[config.mk]
export PLATFORM = sky130hd
export DESIGN_NAME = munoc_rdata_sequencer
export DESIGN_NICKNAME = d
export VERILOG_FILES = /design/src/rtl/munoc_rdata_sequencer_pkg.sv /design/src/rtl/munoc_rdata_sequencer_fifo.sv /design/src/rtl/munoc_rdata_sequencer.sv
export SDC_FILE = /design/constraint.sdc
export NUM_CORES = 1
export LEC_CHECK = 0
export ABC_CLOCK_PERIOD_IN_PS = 6800
export CAP_MARGIN = 20
export CORE_AREA = 3 3 103 105
export DETAILED_ROUTE_END_ITERATION = 16
export DIE_AREA = 0 0 106 108
export GPL_TIMING_DRIVEN = 0
export PLACE_DENSITY = 0.67
export SYNTH_ARGS = -nofsm -noshare
export SYNTH_HDL_FRONTEND = slang
export SYNTH_SLANG_ARGS = --single-unit
[constraint.sdc]
create_clock -name clk_i -period 6.8 [get_ports clk_i]
set_input_delay 2.04 -clock clk_i [delete_from_list [all_inputs] [get_ports clk_i]]
set_output_delay 2.04 -clock clk_i [all_outputs]
set_load 0.005 [all_outputs]
[src/rtl/munoc_rdata_sequencer_pkg.sv]
// Shared constants and helpers for the MUNOC R-data sequencer.
// Provides the AXI size codes, the sequencer FSM state encodings, the
// AR-table entry width helper and the size legality check.
package munoc_rdata_sequencer_pkg;

    // AXI ARSIZE codes the sequencer can service
    localparam logic [2:0] RSEQ_SIZE_32  = 3'b010;
    localparam logic [2:0] RSEQ_SIZE_64  = 3'b011;
    localparam logic [2:0] RSEQ_SIZE_128 = 3'b100;

    // Sequencer FSM state encodings
    localparam logic [1:0] RSEQ_IDLE   = 2'b00;
    localparam logic [1:0] RSEQ_ACTIVE = 2'b01;
    localparam logic [1:0] RSEQ_FLUSH  = 2'b10;

    // One table entry holds {bad, size, len, tid}
    function automatic int bw_rseq_entry(input int bw_tid, input int bw_len);
        return bw_tid + bw_len + 32'sd3 + 32'sd1;
    endfunction

    // A size is usable only if it is one of the supported codes and its
    // byte lanes fit inside the widest data path
    function automatic logic rseq_size_legal(input logic [2:0] size, input int bw_data);
        logic legal;
        case (size)
            RSEQ_SIZE_32:  legal = (bw_data >= 32'sd32);
            RSEQ_SIZE_64:  legal = (bw_data >= 32'sd64);
            RSEQ_SIZE_128: legal = (bw_data >= 32'sd128);
            default:       legal = 1'b0;
        endcase
        return legal;
    endfunction

endpackage

[src/rtl/munoc_rdata_sequencer_fifo.sv]
// Small in-order FIFO used as the outstanding-read table.
// Ports:
//   clk_i, rstnn_i      clock, synchronous active-low reset
//   push_i, wdata_i     write an entry (ignored when full)
//   pop_i               drop the head entry (ignored when empty)
//   rdata_o             head entry (valid while !empty_o)
//   empty_o, full_o     occupancy flags
//   count_o             number of stored entries
// A pushed entry appears at the head on the following cycle; there is no
// write-to-read bypass.
module munoc_rdata_sequencer_fifo #(
    parameter int BW_DATA = 16,
    parameter int DEPTH   = 4
) (
    input  logic                         clk_i,
    input  logic                         rstnn_i,
    input  logic                         push_i,
    input  logic [BW_DATA-1:0]           wdata_i,
    input  logic                         pop_i,
    output logic [BW_DATA-1:0]           rdata_o,
    output logic                         empty_o,
    output logic                         full_o,
    output logic [$clog2(DEPTH+1)-1:0]   count_o
);

    localparam int PTR_W = (DEPTH > 1) ? $clog2(DEPTH) : 1;
    localparam int CNT_W = $clog2(DEPTH+1);

    logic [BW_DATA-1:0] mem_q [DEPTH];
    logic [PTR_W-1:0]   wptr_q, wptr_d;
    logic [PTR_W-1:0]   rptr_q, rptr_d;
    logic [CNT_W-1:0]   count_q, count_d;
    logic               do_push_s;
    logic               do_pop_s;

    // Ring pointers wrap at DEPTH, which need not be a power of two
    function automatic logic [PTR_W-1:0] next_ptr(input logic [PTR_W-1:0] p);
        logic [PTR_W-1:0] n;
        if (p == PTR_W'(DEPTH-1)) begin
            n = {PTR_W{1'b0}};
        end else begin
            n = p + PTR_W'(1);
        end
        return n;
    endfunction

    assign empty_o   = (count_q == {CNT_W{1'b0}});
    assign full_o    = (count_q == CNT_W'(DEPTH));
    assign count_o   = count_q;
    assign rdata_o   = mem_q[rptr_q];
    assign do_push_s = push_i && !full_o;
    assign do_pop_s  = pop_i && !empty_o;

    // Next-state for pointers and occupancy
    always_comb begin
        wptr_d  = wptr_q;
        rptr_d  = rptr_q;
        count_d = count_q;
        if (do_push_s) begin
            wptr_d = next_ptr(wptr_q);
        end else begin
            wptr_d = wptr_q;
        end
        if (do_pop_s) begin
            rptr_d = next_ptr(rptr_q);
        end else begin
            rptr_d = rptr_q;
        end
        case ({do_push_s, do_pop_s})
            2'b10:   count_d = count_q + CNT_W'(1);
            2'b01:   count_d = count_q - CNT_W'(1);
            default: count_d = count_q;
        endcase
    end

    // Pointer and occupancy registers
    always_ff @(posedge clk_i) begin
        if (!rstnn_i) begin
            wptr_q  <= {PTR_W{1'b0}};
            rptr_q  <= {PTR_W{1'b0}};
            count_q <= {CNT_W{1'b0}};
        end else begin
            wptr_q  <= wptr_d;
            rptr_q  <= rptr_d;
            count_q <= count_d;
        end
    end

    // Entry storage; contents are meaningless until pushed, so no reset
    always_ff @(posedge clk_i) begin
        if (do_push_s) begin
            mem_q[wptr_q] <= wdata_i;
        end
    end

endmodule

[src/rtl/munoc_rdata_sequencer.sv]
// MUNOC slave-interface R-data sequencer.
// Records each accepted AR in an in-order table, tells the width-sliced R
// buffer which size to pop, regenerates RLAST from the recorded length and
// flushes bursts whose RLAST/RID/size disagree with the table.
// Ports:
//   clk_i, rstnn_i                      clock, synchronous active-low reset
//   ar_valid_i/ar_ready_o               AR observation / table has room
//   ar_tid_i, ar_len_i, ar_size_i       AR attributes recorded per burst
//   buf_rvalid_i, buf_rtid_i, buf_rlast_i   R buffer head beat
//   buf_rsize_o, buf_rrequest_o         lane-size code and pop to R buffer
//   m_rvalid_o, m_rready_i, m_rlast_o   master-side R handshake and RLAST
//   err_pulse_o, err_flag_o, err_clear_i    error strobe, sticky flag, clear
//   outstanding_o                       entries held in the table
module munoc_rdata_sequencer
    import munoc_rdata_sequencer_pkg::*;
#(
    parameter int BW_TID  = 4,
    parameter int BW_DATA = 128,
    parameter int BW_LEN  = 8,
    parameter int DEPTH   = 4
) (
    input  logic                         clk_i,
    input  logic                         rstnn_i,
    input  logic                         ar_valid_i,
    output logic                         ar_ready_o,
    input  logic [BW_TID-1:0]            ar_tid_i,
    input  logic [BW_LEN-1:0]            ar_len_i,
    input  logic [2:0]                   ar_size_i,
    input  logic                         buf_rvalid_i,
    input  logic [BW_TID-1:0]            buf_rtid_i,
    input  logic                         buf_rlast_i,
    output logic [2:0]                   buf_rsize_o,
    output logic                         buf_rrequest_o,
    output logic                         m_rvalid_o,
    input  logic                         m_rready_i,
    output logic                         m_rlast_o,
    output logic                         err_pulse_o,
    output logic                         err_flag_o,
    input  logic                         err_clear_i,
    output logic [$clog2(DEPTH+1)-1:0]   outstanding_o
);

    localparam int BW_ENTRY = bw_rseq_entry(BW_TID, BW_LEN);
    localparam int BW_CNT   = $clog2(DEPTH+1);

    logic [1:0]          state_q, state_d;
    logic [BW_LEN-1:0]   beat_cnt_q, beat_cnt_d;
    logic                err_pulse_q;
    logic                err_flag_q, err_flag_d;

    logic                push_s;
    logic                pop_s;
    logic [BW_ENTRY-1:0] wentry_s;
    logic [BW_ENTRY-1:0] head_s;
    logic                empty_s;
    logic                full_s;
    logic [BW_CNT-1:0]   count_s;

    logic [BW_TID-1:0]   head_tid_s;
    logic [BW_LEN-1:0]   head_len_s;
    logic [2:0]          head_size_s;
    logic                head_bad_s;
    logic                is_last_s;
    logic                last_entry_s;
    logic                mismatch_s;
    logic                m_rvalid_s;
    logic                m_rlast_s;
    logic                buf_rrequest_s;
    logic [2:0]          buf_rsize_s;

    assign ar_ready_o = !full_s;
    assign push_s     = ar_valid_i && !full_s;
    // Size legality is resolved once, at accept time
    assign wentry_s   = {!rseq_size_legal(ar_size_i, BW_DATA), ar_size_i, ar_len_i, ar_tid_i};

    munoc_rdata_sequencer_fifo #(
        .BW_DATA (BW_ENTRY),
        .DEPTH   (DEPTH)
    ) u_table (
        .clk_i   (clk_i),
        .rstnn_i (rstnn_i),
        .push_i  (push_s),
        .wdata_i (wentry_s),
        .pop_i   (pop_s),
        .rdata_o (head_s),
        .empty_o (empty_s),
        .full_o  (full_s),
        .count_o (count_s)
    );

    assign head_tid_s  = head_s[BW_TID-1:0];
    assign head_len_s  = head_s[BW_TID +: BW_LEN];
    assign head_size_s = head_s[BW_TID+BW_LEN +: 3];
    assign head_bad_s  = head_s[BW_ENTRY-1];
    assign is_last_s   = (beat_cnt_q == head_len_s);
    // Popping the only entry empties the table unless a new AR lands now
    assign last_entry_s = (count_s == BW_CNT'(1)) && !push_s;

    // FSM next-state, beat counter and R-path outputs
    always_comb begin
        state_d        = state_q;
        beat_cnt_d     = beat_cnt_q;
        pop_s          = 1'b0;
        mismatch_s     = 1'b0;
        m_rvalid_s     = 1'b0;
        m_rlast_s      = 1'b0;
        buf_rrequest_s = 1'b0;
        buf_rsize_s    = 3'b000;
        case (state_q)
            RSEQ_IDLE: begin
                if (!empty_s) begin
                    state_d = RSEQ_ACTIVE;
                end else begin
                    state_d = RSEQ_IDLE;
                end
            end
            RSEQ_ACTIVE: begin
                buf_rsize_s    = head_size_s;
                m_rlast_s      = is_last_s;
                mismatch_s     = buf_rvalid_i &&
                                 (head_bad_s || (buf_rtid_i != head_tid_s) || (buf_rlast_i != is_last_s));
                // A bad beat is never offered to the master
                m_rvalid_s     = buf_rvalid_i && !mismatch_s;
                buf_rrequest_s = m_rvalid_s && m_rready_i;
                if (mismatch_s) begin
                    state_d = RSEQ_FLUSH;
                end else if (buf_rrequest_s) begin
                    if (is_last_s) begin
                        pop_s      = 1'b1;
                        beat_cnt_d = {BW_LEN{1'b0}};
                        state_d    = last_entry_s ? RSEQ_IDLE : RSEQ_ACTIVE;
                    end else begin
                        beat_cnt_d = beat_cnt_q + BW_LEN'(1);
                    end
                end else begin
                    state_d = RSEQ_ACTIVE;
                end
            end
            RSEQ_FLUSH: begin
                // Discard beats until the slave's own RLAST closes the burst
                buf_rsize_s    = head_size_s;
                buf_rrequest_s = buf_rvalid_i;
                if (buf_rvalid_i && buf_rlast_i) begin
                    pop_s      = 1'b1;
                    beat_cnt_d = {BW_LEN{1'b0}};
                    state_d    = last_entry_s ? RSEQ_IDLE : RSEQ_ACTIVE;
                end else begin
                    state_d = RSEQ_FLUSH;
                end
            end
            default: begin
                state_d    = RSEQ_IDLE;
                beat_cnt_d = {BW_LEN{1'b0}};
            end
        endcase
    end

    // A new error takes priority over a simultaneous clear
    assign err_flag_d = mismatch_s ? 1'b1 : (err_clear_i ? 1'b0 : err_flag_q);

    // FSM and beat counter registers
    always_ff @(posedge clk_i) begin
        if (!rstnn_i) begin
            state_q    <= RSEQ_IDLE;
            beat_cnt_q <= {BW_LEN{1'b0}};
        end else begin
            state_q    <= state_d;
            beat_cnt_q <= beat_cnt_d;
        end
    end

    // Error strobe and sticky flag registers
    always_ff @(posedge clk_i) begin
        if (!rstnn_i) begin
            err_pulse_q <= 1'b0;
            err_flag_q  <= 1'b0;
        end else begin
            err_pulse_q <= mismatch_s;
            err_flag_q  <= err_flag_d;
        end
    end

    assign buf_rsize_o    = buf_rsize_s;
    assign buf_rrequest_o = buf_rrequest_s;
    assign m_rvalid_o     = m_rvalid_s;
    assign m_rlast_o      = m_rlast_s;
    assign err_pulse_o    = err_pulse_q;
    assign err_flag_o     = err_flag_q;
    assign outstanding_o  = count_s;

endmodule

==> metrics.cfg <==
[clocking]
cts_buffers = 9
clockBufferDepth = 2
cts-root-buf = clkbuf_8
postCtsSetupBuffers = 0
path_clk_slew_ns = 0.08
cts-htree-levels = 3
cts_resized = 0
clkLatencyLatePin_ns = 0.36
cts.sinks = 85
cts_tree = yes
cts_hold_buf = 0

[floorplanning]
die_h_um = 108
die-area_um2 = 11400
die_x_um = 106
row_count = 36
pin_count = 38
initial_core_util = 0.402
coreArea_um2 = 9730

[yosys]
synthCells = 273
synthFlopType = edfxtp_1
ys_types = 47
synth_enable_flop_cells = 64
synth_area_per_cell_um2 = 14.3
async_flop_share = 0
yosysSeqAreaShare = 0.598
netlist_area_um2 = 3910
ys_warn_count = 0
ys_seq_elements = 85
syn-num-nets = 314

[cells_and_area]
final_cell_mix = 64 x edfxtp_1, 35 x clkdlybuf4s50_1, 21 x dfxtp_1, 18 x nand2_1, 16 x mux2i_1
drive_above_1_share = 0.0991
nNetsFinal = 360
diodes = 0
fin_area_um2 = 4650
final_common_cell = edfxtp_1
fill_cells = 892
synthToLayoutAreaGrowth_pct = 18.9

[placed_design]
place_area_um2 = 4430
gp_congestion = 0.793
portBuffers = 35
hpwlAfterDp_mm = 4.96

[grt]
gr-total-overflow = 0
antenna_found_initial = 0
grt_pass1_vias = 2339
grt_pass1_wl_mm = 11.4
grt_max_degree = 17
grt_usage = 0.131

[route]
drt-total-wl_mm = 7.15
ant_nets = 0
drcViolationCount = 0
routed_via_density = 5.13
drt-pass1-iter-count = 4
drt_iter0_drc = 106
vias = 2341
wl_per_cell_um = 15.7

[critical_path]
max_stage_delay_ns = 0.52
crit_type = in -> out
critPathLaunchType = input pin
r2r_end = u_table.count_o[2]
crit_fanout = 5
endpoint_kind = primary output
cp_cell_sequence = clkdlybuf4s50_1 > xnor2_1 > o32ai_1 > o211ai_1 > nor3_2 > a31oi_1 > nor2_1 > clkdlybuf4s50_1
critPathArrivalTime_ns = 4.53
cpMostUsedCell = clkdlybuf4s50_1
slowest_stage = o32ai_1
r2r_cells = 10
cp.required_ns = 4.76
reg2reg_slack_ns = 3.68

[status]
status = finished clean

[power_and_ir_drop]
switching_power_mw = 0.256
seqPwrFrac = 0.535
p_comb_frac = 0.112
swShare = 0.232
internal_power_mw = 0.847
powerDensity_nw_per_um2 = 237
peakVddDrop_uv = 184
clkPwrFrac = 0.353
leakagePower_nw = 1.67

[worst_hold_path]
hold_depth = 2
min_from = u_table.rptr_q[0]
hold_class = reg -> reg
hold_path_end = u_table.rptr_q[0]

[timing]
finalHoldViolCount = 0
slew_headroom = 0.375
rsz0062_at_grt = false
clock_skew_ns = 0.0127
tns_ns = 0
slew_viol_final = 0
fmax_ghz = 0.152
min_period_ns = 6.57
setup_viol = 0
timing.final.crit_share = 0.966
worst_pin_slew_ns = 0.938

[job]
drv_cap = 0

area by class of cell:
type	instances	area, um2	area share
Sequential cell	85	2340	0.503
Multi-Input combinational cell	167	1450	0.311
Timing Repair Buffer	35	350	0.0753
Tap cell	133	166	0.0358
Clock buffer	9	124	0.0266
Clock inverter	6	93.8	0.0202
Buffer	9	85.1	0.0183
Inverter	12	45.0	0.00968
power by group through the flow:
stage          logic [mW]  registers, mW  clock network [mW]
6_report            0.123          0.590               0.389
5_1_grt             0.137          0.592               0.419
4_1_cts             0.125          0.590               0.397
2_1_floorplan      0.0747          0.599                   0
3_5_place_dp        0.124          0.602                   0
3_3_place_gp        0.122          0.601                   0
kinds of logic after synthesis:
family	Yosys count	share of synthesized area
AND/OR/NAND/NOR	73	0.100
AO/OA/AOI/OAI	33	0.0607
adder cells (fa/ha/maj)	15	0.0480
multiplexers	29	0.121
buffers and inverters	21	0.0332
flip-flops	85	0.598
XOR/XNOR	17	0.0380
metal layers:
metal | vias to the layer above | global-route usage | routed length [um]
met5 | - | 0 | 0
met4 | 0 | 0.0574 | 87
met3 | 9 | 0.0340 | 342
met2 | 48 | 0.209 | 3310
met1 | 1151 | 0.169 | 3400
li1 | 1133 | - | -
per-stage QoR:
step / setup WS (ns) / utilization / hold WS (ns) / std cells / total power, mW
after global placement: 0.0626 / 0.455 / 0.471 / 441 / 0.723
after CTS: 0.0981 / 0.478 / 0.504 / 456 / 1.11
after global routing: 0.0571 / 0.478 / 0.526 / 456 / 1.15
after detailed placement: 0.113 / 0.455 / 0.488 / 441 / 0.726
final: 0.231 / 0.478 / 0.505 / 456 / 1.10
after floorplan: 1.49 / - / 0.458 / 273 / 0.674
flip-flops by register name (all words and copies together), names as in the netlist, named ones only:
| name | flops |
|---|---|
| beat_cnt_q | 8 |
| err_flag_o | 1 |
| err_pulse_o | 1 |
| state_q | 2 |
| u_table.count_o | 3 |
| u_table.mem_q | 64 |
| u_table.rptr_q | 2 |
| u_table.wptr_q | 2 |
cells in the mapped netlist (2+ instances only):
library cell,count,area [um2]
edfxtp_1,64,1920
dfxtp_1,21,420
nand2_1,18,67.6
mux2i_1,16,160
ha_1,15,188
xnor2_1,13,114
inv_1,12,45.0
nor2_1,11,41.3
and3_1,9,56.3
mux4_1,9,236
o21ai_0,8,40.0
nor3_1,7,35.0
a21oi_1,6,30.0
nand2b_1,6,37.5
and2_1,5,31.3
buf_6,4,45.0
nand4_1,4,25.0
xor2_1,4,35.0
a211oi_1,3,22.5
mux4_2,3,67.6
nand3_1,3,15.0
or3_1,3,18.8
a32o_1,2,20.0
and4_4,2,22.5
clkbuf_1,2,7.51
o2111ai_1,2,17.5
how the worst max path moves through the flow:
stage	start	end	cells after the start
2_1_floorplan	buf_rtid_i[3]	buf_rrequest_o	6
3_3_place_gp	buf_rtid_i[3]	buf_rrequest_o	8
3_5_place_dp	buf_rtid_i[3]	buf_rrequest_o	8
4_1_cts	buf_rtid_i[3]	buf_rrequest_o	8
5_1_grt	buf_rtid_i[3]	buf_rrequest_o	8
6_report	buf_rtid_i[3]	buf_rrequest_o	8
worst max-delay path: cells and delay by family:
family	cells	cell delay, ns
AOI/OAI and AO/OA	3	0.89
buffers and inverters	2	0.96
xor gates and xnor gates	1	0.16
and+or+nand+nor	2	0.48
Note: power is estimated with default switching activity, not from simulation.
